**config.mk**
```make
export PLATFORM = sky130hd
export DESIGN_NAME = shift_add_multiplier
export DESIGN_NICKNAME = d
export VERILOG_FILES = /design/src/rtl/mult_pkg.sv /design/src/rtl/shift_module.sv /design/src/rtl/shift_add_multiplier.sv
export SDC_FILE = /design/constraint.sdc
export NUM_CORES = 1
export LEC_CHECK = 0
export ABC_AREA = 1
export BUFFER_PORTS_ARGS = -buffer_cell sky130_fd_sc_hd__buf_4
export CORE_MARGIN = 2
export CORE_UTILIZATION = 25
export CTS_CLUSTER_SIZE = 24
export DETAILED_ROUTE_END_ITERATION = 10
export PLACE_DENSITY = 0.49
export RECOVER_POWER = 100
export SLEW_MARGIN = 10
export SYNTH_ARGS = -nofsm -noshare
export SYNTH_HDL_FRONTEND = slang
export SYNTH_SLANG_ARGS = --single-unit
```
**constraint.sdc**
```tcl
create_clock -name clk -period 4.8 [get_ports clk]
set_input_delay 0.48 -clock clk [delete_from_list [all_inputs] [get_ports clk]]
set_output_delay 0.48 -clock clk [all_outputs]
set_load 0.005 [all_outputs]
```
**src/rtl/mult_pkg.sv**
```systemverilog
// Shared constants and state encoding for the shift-and-add multiplier slice.
package mult_pkg;
    localparam int WIDTH = 8;
    localparam int CNT_W = 3;

    typedef enum logic [1:0] {
        IDLE = 2'd0,
        RUN  = 2'd1,
        DONE = 2'd2
    } state_t;
endpackage

```
**src/rtl/shift_module.sv**
```systemverilog
// Combinational 8-bit left shifter controlled by a 3-bit shift amount.
module shift_module
    import mult_pkg::*;
(
    input  logic [WIDTH-1:0] a,
    input  logic [CNT_W-1:0] shift,
    output logic [WIDTH-1:0] out
);
    assign out = a << shift;
endmodule

```
**src/rtl/shift_add_multiplier.sv**
```systemverilog
// Sequential 8x8 unsigned shift-and-add multiplier returning the low 8 product bits.
module shift_add_multiplier
    import mult_pkg::*;
(
    input  logic             clk,
    input  logic             rst_n,
    input  logic             start,
    input  logic [WIDTH-1:0] a,
    input  logic [WIDTH-1:0] b,
    output logic             busy,
    output logic             done,
    output logic [WIDTH-1:0] product
);
    localparam logic [CNT_W-1:0] LAST_CNT = CNT_W'(WIDTH - 1);

    state_t           state;
    state_t           next_state;
    logic [WIDTH-1:0] a_reg;
    logic [WIDTH-1:0] b_reg;
    logic [WIDTH-1:0] acc;
    logic [WIDTH-1:0] acc_next;
    logic [CNT_W-1:0] cnt;
    logic [WIDTH-1:0] sh;

    shift_module u_shift (
        .a     (a_reg),
        .shift (cnt),
        .out   (sh)
    );

    // Carry out of the adder is dropped; only the low 8 bits of the product are kept.
    assign acc_next = acc + (b_reg[cnt] ? sh : '0);

    always_ff @(posedge clk) begin
        if (!rst_n) begin
            state <= IDLE;
        end else begin
            state <= next_state;
        end
    end

    always_comb begin
        next_state = state;
        case (state)
            IDLE:    if (start) next_state = RUN;
            RUN:     if (cnt == LAST_CNT) next_state = DONE;
            DONE:    next_state = IDLE;
            default: next_state = IDLE;
        endcase
    end

    // The final accumulate and the product load share the last RUN edge.
    always_ff @(posedge clk) begin
        if (!rst_n) begin
            a_reg   <= '0;
            b_reg   <= '0;
            acc     <= '0;
            cnt     <= '0;
            product <= '0;
        end else begin
            case (state)
                IDLE: begin
                    if (start) begin
                        a_reg <= a;
                        b_reg <= b;
                        acc   <= '0;
                        cnt   <= '0;
                    end
                end
                RUN: begin
                    acc <= acc_next;
                    cnt <= cnt + 1'b1;
                    if (cnt == LAST_CNT) begin
                        product <= acc_next;
                    end
                end
                default: begin
                end
            endcase
        end
    end

    assign busy = (state == RUN);
    assign done = (state == DONE);
endmodule
```
* Word level (Yosys, flattened, before mapping) *
Index checks and enable logic that the tools add are counted.

storage, ports and cells
  register bits after elaboration = 37
  output and inout bits = 10
  bits of input ports = 19

cells by class
  shift operators = 1
  magnitude comparators = 1
  mux-type cells = 10
  reductions and logical operators = 6
  add/subtract/negate cells = 2
  eq/ne operators = 5

operators with widths
  kind                                                        number
  2-to-1 mux 8 bit                                            2
  case mux 8 bit (2 select lines)                             1
  adder 8 bit                                                 1
  AND reduction 2 bit                                         4
  left shift 8 x 3 -> 8 bit                                   1
  case mux 3 bit (2 select lines)                             1
  less-than comparator 3 x 4 -> 1 bit, second input constant  1
  2-to-1 mux 2 bit                                            2
  case mux 2 bit (2 select lines)                             1
  adder 3 x 1 -> 3 bit, second input constant                 1
  binary-select mux 1 bit (select 3 bit)                      1
  == test 3 bit, second input constant                        1
  2-to-1 mux 3 bit                                            1
  == test 2 x 1 -> 1 bit, second input constant               1
  == test 2 bit, second input constant                        1
  logical NOT 2 bit                                           1
  != test 2 x 1 -> 1 bit, second input constant               1
  != test 2 bit, second input constant                        1
  nonzero test 2 bit                                          1
  2-to-1 mux 1 bit                                            1

* Longest topological paths before layout *
Gate-level depths: netlist of the first run.

  word-level depth = 5
  depth in mapped cells = 19
  mapped depth without buffers = 19

* Hierarchy *
Synthesis of the first run repeated with hierarchy kept, for this count alone.

second synthesis, totals
  cell total of the unflattened synthesis = 302
  area, all modules = 2109.5 µm²

by module, submodules not included
  module                area each (µm²)  times used  cells an instance
  shift_add_multiplier  1825.5           1           249
  shift_module          284.0            1           53

* Least setup slack after synthesis of the first run *
Ideal clock, no wire load.

  path type = register to register
  from = register cnt[0]
  to = register product[6]
  setup time = 108 ps
  stages on the path, launching flop included = 20
  clock period less this slack = 2190 ps
  data required time = 4692 ps
  path slack = 2610 ps
  data arrival time = 2081 ps
  path through = dfxtp_1 -> inv_2 -> nand2_1 -> nand3_1 -> nand2_1 -> nand2_2 -> nor2_1 -> ha_1 -> inv_1 -> fa_1 -> nand3b_1 -> nand2_1 -> nand2_1 -> nand2_1 -> a21oi_1 -> inv_1 -> nand2_1 -> nand2_1 -> a21o_1 -> inv_1

between the ends
  longest elaborated chain between the ends = 4

ends and longest elaborated chain
  what                                    RTL line                    text
  start: declaration                      shift_add_multiplier.sv:22  logic [CNT_W-1:0] cnt;
  start signal: assignment                shift_add_multiplier.sv:72  cnt <= cnt + 1'b1;
  binary-select mux 1 bit (select 3 bit)  shift_add_multiplier.sv:32  assign acc_next = acc + (b_reg[cnt] ? sh : '0);
  2-to-1 mux 1 bit (implied by the code)  shift_add_multiplier.sv:32
  2-to-1 mux 8 bit                        shift_add_multiplier.sv:32
  adder 8 bit                             shift_add_multiplier.sv:32
  end signal: assignment                  shift_add_multiplier.sv:74  product <= acc_next;
  end: declaration                        shift_add_multiplier.sv:12  output logic [WIDTH-1:0] product

Parallel ways exist; a longest one is shown, timed or not. The select of a mux whose other input is x is not followed.
A chain may end at the register's enable or synchronous reset.

* Worst setup path in the final report of the first run *
Same ends and word-level chain as after synthesis.

==> metrics.csv, run 1 <==
metric,value,unit
worst-case setup margin in the final layout,1.78,ns
relative contribution of the clock network to total power,0.389,
max capacitance violation total,0,
hold buffer count at cts,0,
CP peak stage delay,0.61,ns
Via density,4.41,
detailed-route wire length,4590,µm
Post-Synthesis Mean Instance Area,7.18,µm²
dominant register cell in the synthesized netlist,sky130_fd_sc_hd__dfxtp_1,
type of element launching the critical path,flop,
run status,"finished, final reports clean",
cell at the root of the clock tree,sky130_fd_sc_hd__clkbuf_8,
max layer used,met4,
Filler Cells Inserted,882,
worst rel slew slack,0.469,
final hold violation count,0,
wire length of the first global-routing pass,8270,µm
CTS Buffer Depth,2,
switching power as a share of total power,0.268,
most frequent CP cell,sky130_fd_sc_hd__nand2_1,
CTS Sinks,37,
Top Ports,29,
Cells after Synth,288,
switching power,0.195,mW
Antenna Cells,0,
share of power burned in registers,0.462,
area added between synthesis and finish,17.7,%
register bit count reported by yosys,37,
Final #Nets,341,
most common library cells after synthesis,"64 x sky130_fd_sc_hd__nand2_1, 37 x sky130_fd_sc_hd__dfxtp_1, 31 x sky130_fd_sc_hd__nor2_1",
Worst Hold Class,in -> reg,
data arrival time of the critical path,3.21,ns
number of nets with antenna violations after detailed routing,0,
worst-path cell chain,inv_1 > nand2_1 > nand3_1 > nand2_1 > nand2_1 > nor2_1 > ha_1 > inv_1 > fa_1 > nand3b_1 > nand2_1 > nand2_1 > nand2_1 > a21oi_1 > inv_1 > nand2_1 > nand2_1 > a21o_1 > inv_1,
Gate power share,0.149,
routed metal-1 wirelength,2150,µm
port buffer count,28,
combined global-route utilization of all metal layers,0.116,
FP Rows,33,
synth top area cells,"sky130_fd_sc_hd__dfxtp_1 36%, sky130_fd_sc_hd__nand2_1 12%, sky130_fd_sc_hd__a21oi_1 6.3%",
Post-CTS Setup Bufs,0,
Crit Path Class,reg -> reg,
initial standard-cell utilization of the core,0.254,
gr ovfl total,0,
DRC viols,0,
crit path capture type,flop,
detailed route wirelength on metal3,123,µm
Worst Hold Slack,0.436,ns
number of buffers created by CTS,5,
critical path peak fanout,14,
fraction of final layout cells with drive strength greater than 1,0.182,
most area-hungry cell type in the Yosys netlist,sky130_fd_sc_hd__dfxtp_1,
Clock H-tree levels,2,
cell internal pwr,0.532,mW
number of global-route vias before repair,1884,
number of antenna violations at the first check in global routing,0,
CTS tree,built,
async set-reset flop share out of synthesis,0,
post-route standard cell area excluding fillers,2430,µm²
power per standard cell area,299,nW/µm²
Fin Setup TNS,0,ns
required time reported for the critical path endpoint,4.99,ns
fin. max-slew vios,0,
die span in y,94.9,µm
routed wire length on met2,2220,µm
total of cells resized after clock tree synthesis,0,
endpoints failing setup,0,
Max IR drop VDD,157,µV
setup clock skew after layout,0.00537,ns
RSZ-0062 raised after global routing,no,
width of the die,94.9,µm
full die area,9010,µm²
half-perimeter wire length of the detailed placement result,3590,µm
most frequently used cell type in the post-synthesis netlist,sky130_fd_sc_hd__nand2_1,
highest attainable clock frequency,331,MHz
Final period util,0.629,
clock-pin transition on the worst setup and hold timing paths,0.08,ns
pre-CTS worst setup slack,1.98,ns
LEAKAGE,1.10,nW
area share of the largest cell type after synthesis,0.358,
share of the yosys chip area belonging to registers,0.358,
clock period minus final worst setup slack,3.02,ns
Placer Congestion,0.825,
Synth Net Count,317,
number of synthesis warnings,0,
via count,1845,
routed wirelength normalized by instance count,11.0,µm
critical-path cell with the highest stage delay,sky130_fd_sc_hd__dfxtp_1,
instance area at placement,2340,µm²
largest net degree at the start of global routing,25,
clock latency reported for the late side of the worst-skew pair,0.29,ns
number of enable-type register cells in the synthesized netlist,0,
cell area after synthesis,2070,µm²
Slew @ Worst Pin,0.796,ns
Cell variety after synth,33,
length of the first detailed-routing pass in iterations,4,
core area,8130,µm²
DRT iter0 DRCs,104,
==> layer usage <==
metal | global-route usage | vias up
met5 | 0 | -
met4 | 0.0543 | 0
met3 | 0.0200 | 6
met2 | 0.196 | 20
met1 | 0.142 | 844
li1 | - | 975
==> power groups by stage <==
stage                     sequential, mW  clock (mW)  combinational [mW]
after floorplan                    0.337           0              0.0878
after global placement             0.342           0               0.112
after detailed placement           0.343           0               0.112
after CTS                          0.336       0.291               0.113
after global routing               0.337       0.303               0.126
final                              0.335       0.283               0.108
==> worst max-delay path, delay by kind of cell, from the launching register on <==
kind                       cells  cell delay [ns]
and+or+nand+nor               11             1.08
DFF                            1             0.61
adders and majority gates      2             0.56
buffers and inverters          4             0.51
AOI/OAI and AO/OA              2             0.17
==> stage by stage <==
stage | utilization | power, mW | cells
final | 0.299 | 0.726 | 418
after global routing | 0.299 | 0.766 | 418
after CTS | 0.302 | 0.740 | 418
after detailed placement | 0.287 | 0.455 | 410
after global placement | 0.287 | 0.454 | 410
after floorplan | - | 0.425 | 288
==> area by class of cell <==
type                       instances  area [µm²]  share of cell area
clock buffer                       6        82.6              0.0340
clock inverter                     2        37.5              0.0154
inverter                          32         120              0.0494
multi-input combinational        207        1110               0.456
sequential                        37         741               0.305
tap                              105         131              0.0540
timing repair buffer              29         210              0.0864
==> worst paths after layout <==
check / start / endpoint / slack, ns / depth (start not counted)
max reg2reg: cnt[0] / product[6] / 1.78 / 19
max: cnt[0] / product[6] / 1.78 / 19
min: a[7] / a_reg[7] / 0.44 / 3
min reg2reg: b_reg[1] / b_reg[1] / 0.47 / 2
==> cells in the final DEF (no fill, tap or decap), types with 6 or more instances in the layout <==
cell / count
sky130_fd_sc_hd__clkbuf_4: 9
sky130_fd_sc_hd__a21oi_1: 27
sky130_fd_sc_hd__nand2_2: 7
sky130_fd_sc_hd__nand3_1: 16
sky130_fd_sc_hd__buf_4: 18
sky130_fd_sc_hd__clkbuf_8: 6
sky130_fd_sc_hd__ha_1: 9
sky130_fd_sc_hd__nand3_2: 10
sky130_fd_sc_hd__nor2_1: 32
sky130_fd_sc_hd__nand2_1: 65
sky130_fd_sc_hd__dfxtp_1: 37
sky130_fd_sc_hd__inv_1: 30
sky130_fd_sc_hd__o21ai_0: 22
==> cells by family (layout without fill, tap and decap cells) <==
group	count (synthesis)	in the layout	synth area share
buf+inv	44	69	0.0956
fa+ha+maj	10	10	0.0642
flops	37	37	0.358
compound gates	59	59	0.157
simple gates	135	135	0.312
xor+xnor	3	3	0.0127
Note: power is estimated with default switching activity, not from simulation.
==> run 2: changes to the inputs <==
--- a/config.mk
+++ b/config.mk
@@ -11,7 +11,7 @@
 export CORE_UTILIZATION = 25
 export CTS_CLUSTER_SIZE = 24
 export DETAILED_ROUTE_END_ITERATION = 10
-export PLACE_DENSITY = 0.49
+export PLACE_DENSITY = 0.51
 export RECOVER_POWER = 100
 export SLEW_MARGIN = 10
 export SYNTH_ARGS = -nofsm -noshare
==> constraint.sdc (replaced) <==
create_clock -name clk -period 2.71 [get_ports clk]
set_input_delay 0.271 -clock clk [delete_from_list [all_inputs] [get_ports clk]]
set_output_delay 0.271 -clock clk [all_outputs]
set_load 0.005 [all_outputs]
==> run 2 against run 1 <==
Compared with the run above: maximum frequency is 25% higher; cell count is 1.2% higher; sequential share of layout area is 0.23 points lower; utilization is 0.28 points higher; wire length is 2.6% higher; clock power is 35% higher; sequential cell count stayed put; hold slack worse by 0.20 ns; critical path type unchanged; count of clock-buffer cells in the layout is 1 lower; largest cell class unchanged.
==> metrics.csv, run 2 (synthesis results as in run 1) <==
metric,value,unit,change
run status,"finished, final reports clean",,unchanged
full die area,9010,µm²,unchanged
startpoint of the worst setup timing path,cnt[0],,unchanged
number of global-route vias before repair,1795,,was 1884
capture endpoint of the worst hold path,b_reg[6],,was a_reg[7]
Fin Setup TNS,0,ns,unchanged
number of cells traversed by the worst register-to-register path,17,,was 19
die span in y,94.9,µm,unchanged
CTS tree,built,,unchanged
required time reported for the critical path endpoint,2.90,ns,was 4.99 ns
clock-pin transition on the worst setup and hold timing paths,0.08,ns,about the same
combined global-route utilization of all metal layers,0.116,,about the same
clock period minus final worst setup slack,2.42,ns,was 3.02 ns
core area,8130,µm²,unchanged
Final #Nets,346,,was 341
startpoint of the worst-slack reg-to-reg timing path,cnt[0],,unchanged
data arrival time of the critical path,2.61,ns,was 3.21 ns
fin. max-slew vios,0,,unchanged
number of antenna violations at the first check in global routing,0,,unchanged
initial standard-cell utilization of the core,0.254,,unchanged
worst rel slew slack,0.474,,was 0.469
CTS Buffer Depth,2,,unchanged
routed wirelength normalized by instance count,11.1,µm,was 11.0 µm
Via density,4.38,,was 4.41
endpoints failing setup,0,,unchanged
half-perimeter wire length of the detailed placement result,3700,µm,was 3590 µm
LEAKAGE,1.12,nW,was 1.10 nW
DRT iter0 DRCs,38,,was 104
min-delay src,b[6],,was a[7]
CTS Sinks,37,,unchanged
Max IR drop VDD,297,µV,was 157 µV
number of buffers created by CTS,5,,unchanged
layer with the highest usage after global routing,met2,,unchanged
clock latency reported for the late side of the worst-skew pair,0.29,ns,about the same
Util after Layout,0.302,,was 0.299
met1 layer usage reported by global route,0.148,,was 0.142
fraction of final layout cells with drive strength greater than 1,0.211,,was 0.182
crit path capture type,flop,,unchanged
Top Ports,29,,unchanged
cell at the root of the clock tree,sky130_fd_sc_hd__clkbuf_8,,unchanged
setup slack of the most critical reg-to-reg path,0.29,ns,was 1.78 ns
most frequent standard cell in the layout excluding fill and tap cells,sky130_fd_sc_hd__nand2_1,,unchanged
final hold violation count,0,,unchanged
wire length of the first global-routing pass,8170,µm,was 8270 µm
power after layout,1.18,mW,was 0.726 mW
setup clock skew after layout,0.00653,ns,was 0.00537 ns
Worst Hold Class,in -> reg,,unchanged
RSZ-0062 raised after global routing,no,,unchanged
Antenna Cells,0,,unchanged
gr ovfl total,0,,unchanged
Final period util,0.893,,was 0.629
via count,1851,,was 1845
port buffer count,28,,unchanged
area added between synthesis and finish,18.8,%,was 17.7%
critical path peak fanout,8,,was 14
endpoint of the most critical register-to-register path,product[7],,was product[6]
worst hold stages,3,,unchanged
FP Rows,33,,unchanged
largest net degree at the start of global routing,25,,unchanged
DRC viols,0,,unchanged
width of the die,94.9,µm,unchanged
Clock H-tree levels,2,,unchanged
Placer Congestion,0.777,,was 0.825
power per standard cell area,480,nW/µm²,was 299 nW/µm²
type of element launching the critical path,flop,,unchanged
Slew @ Worst Pin,0.790,ns,was 0.796 ns
met3 track demand over resource,0.0200,,unchanged
max capacitance violation total,0,,unchanged
number of nets with antenna violations after detailed routing,0,,unchanged
Crit Path Class,reg -> reg,,unchanged
Filler Cells Inserted,903,,was 882
met2 capacity usage during global routing,0.194,,was 0.196
highest attainable clock frequency,413,MHz,was 331 MHz
"leading cell types in the layout, fill and taps excluded","64 x sky130_fd_sc_hd__nand2_1, 36 x sky130_fd_sc_hd__dfxtp_1, 31 x sky130_fd_sc_hd__nor2_1",,"was 65 x sky130_fd_sc_hd__nand2_1, 37 x sky130_fd_sc_hd__dfxtp_1, 32 x sky130_fd_sc_hd__nor2_1"
detailed-route wire length,4710,µm,was 4590 µm
length of the first detailed-routing pass in iterations,4,,unchanged
-- run 2: repair_timing --
action	in CTS	in global routing
hold buffers	0	0
resized for setup	0	2
endpoints found under the setup margin	0	6
setup buffers	0	0
-- run 2: area by class of cell --
cell class	instances	area, µm²	share of cell area
clock buffer	5	68.8	0.0280
clock inverter	3	17.5	0.00714
inverter	32	120	0.0489
multi-input combinational	207	1130	0.461
sequential	37	742	0.302
tap	105	131	0.0535
timing repair buffer	34	244	0.0994
-- run 2: worst max-delay path by stage --
| stage | end | slack, ns |
|---|---|---|
| after floorplan | product[6] | 0.52 |
| after global placement | product[7] | 0.22 |
| after detailed placement | product[7] | 0.16 |
| after CTS | product[7] | 0.14 |
| after global routing | product[7] | 0.02 |
| final | product[7] | 0.29 |
-- run 2: worst max-delay path, stage by stage (launching register included) --
cell and delay, ns:
sky130_fd_sc_hd__dfxtp_2 0.39, sky130_fd_sc_hd__inv_2 0.09, sky130_fd_sc_hd__buf_4 0.18, sky130_fd_sc_hd__nand2_1 0.08, sky130_fd_sc_hd__a21oi_1 0.07, sky130_fd_sc_hd__a31oi_2 0.18, sky130_fd_sc_hd__nor2_1 0.08, sky130_fd_sc_hd__ha_1 0.33
sky130_fd_sc_hd__a21oi_1 0.16, sky130_fd_sc_hd__nand2_1 0.12, sky130_fd_sc_hd__nand3_1 0.08, sky130_fd_sc_hd__nand3_1 0.11, sky130_fd_sc_hd__inv_1 0.09, sky130_fd_sc_hd__nand3_2 0.09, sky130_fd_sc_hd__nand2_1 0.09, sky130_fd_sc_hd__nand2_1 0.08
sky130_fd_sc_hd__nand2_1 0.07, sky130_fd_sc_hd__inv_1 0.03
-- run 2: layer usage --
| metal | wire length (µm) | vias up | part of all wire |
|---|---|---|---|
| li1 | - | 984 | - |
| met1 | 2370 | 844 | 0.50 |
| met2 | 2170 | 17 | 0.46 |
| met3 | 80 | 6 | 0.017 |
| met4 | 87 | 0 | 0.018 |
| met5 | 0 | - | 0 |
-- run 2: power by group --
part           total, mW  leakage, nW  internal (mW)  switching, mW
Clock              0.381       0.0439          0.177          0.204
Combinational      0.207        0.772         0.0792          0.127
Sequential         0.590        0.303          0.570         0.0194
-- run 2: per-stage QoR --
step / setup WS (ns) / hold slack [ns] / instance area, µm² / cells
global placement: 0.220 / 0.457 / 2380 / 415
global route: 0.0213 / 0.240 / 2450 / 423
finish: 0.291 / 0.238 / 2450 / 423
CTS: 0.135 / 0.226 / 2460 / 423
floorplan: 0.520 / 0.429 / 2070 / 288
detailed placement: 0.163 / 0.465 / 2380 / 415
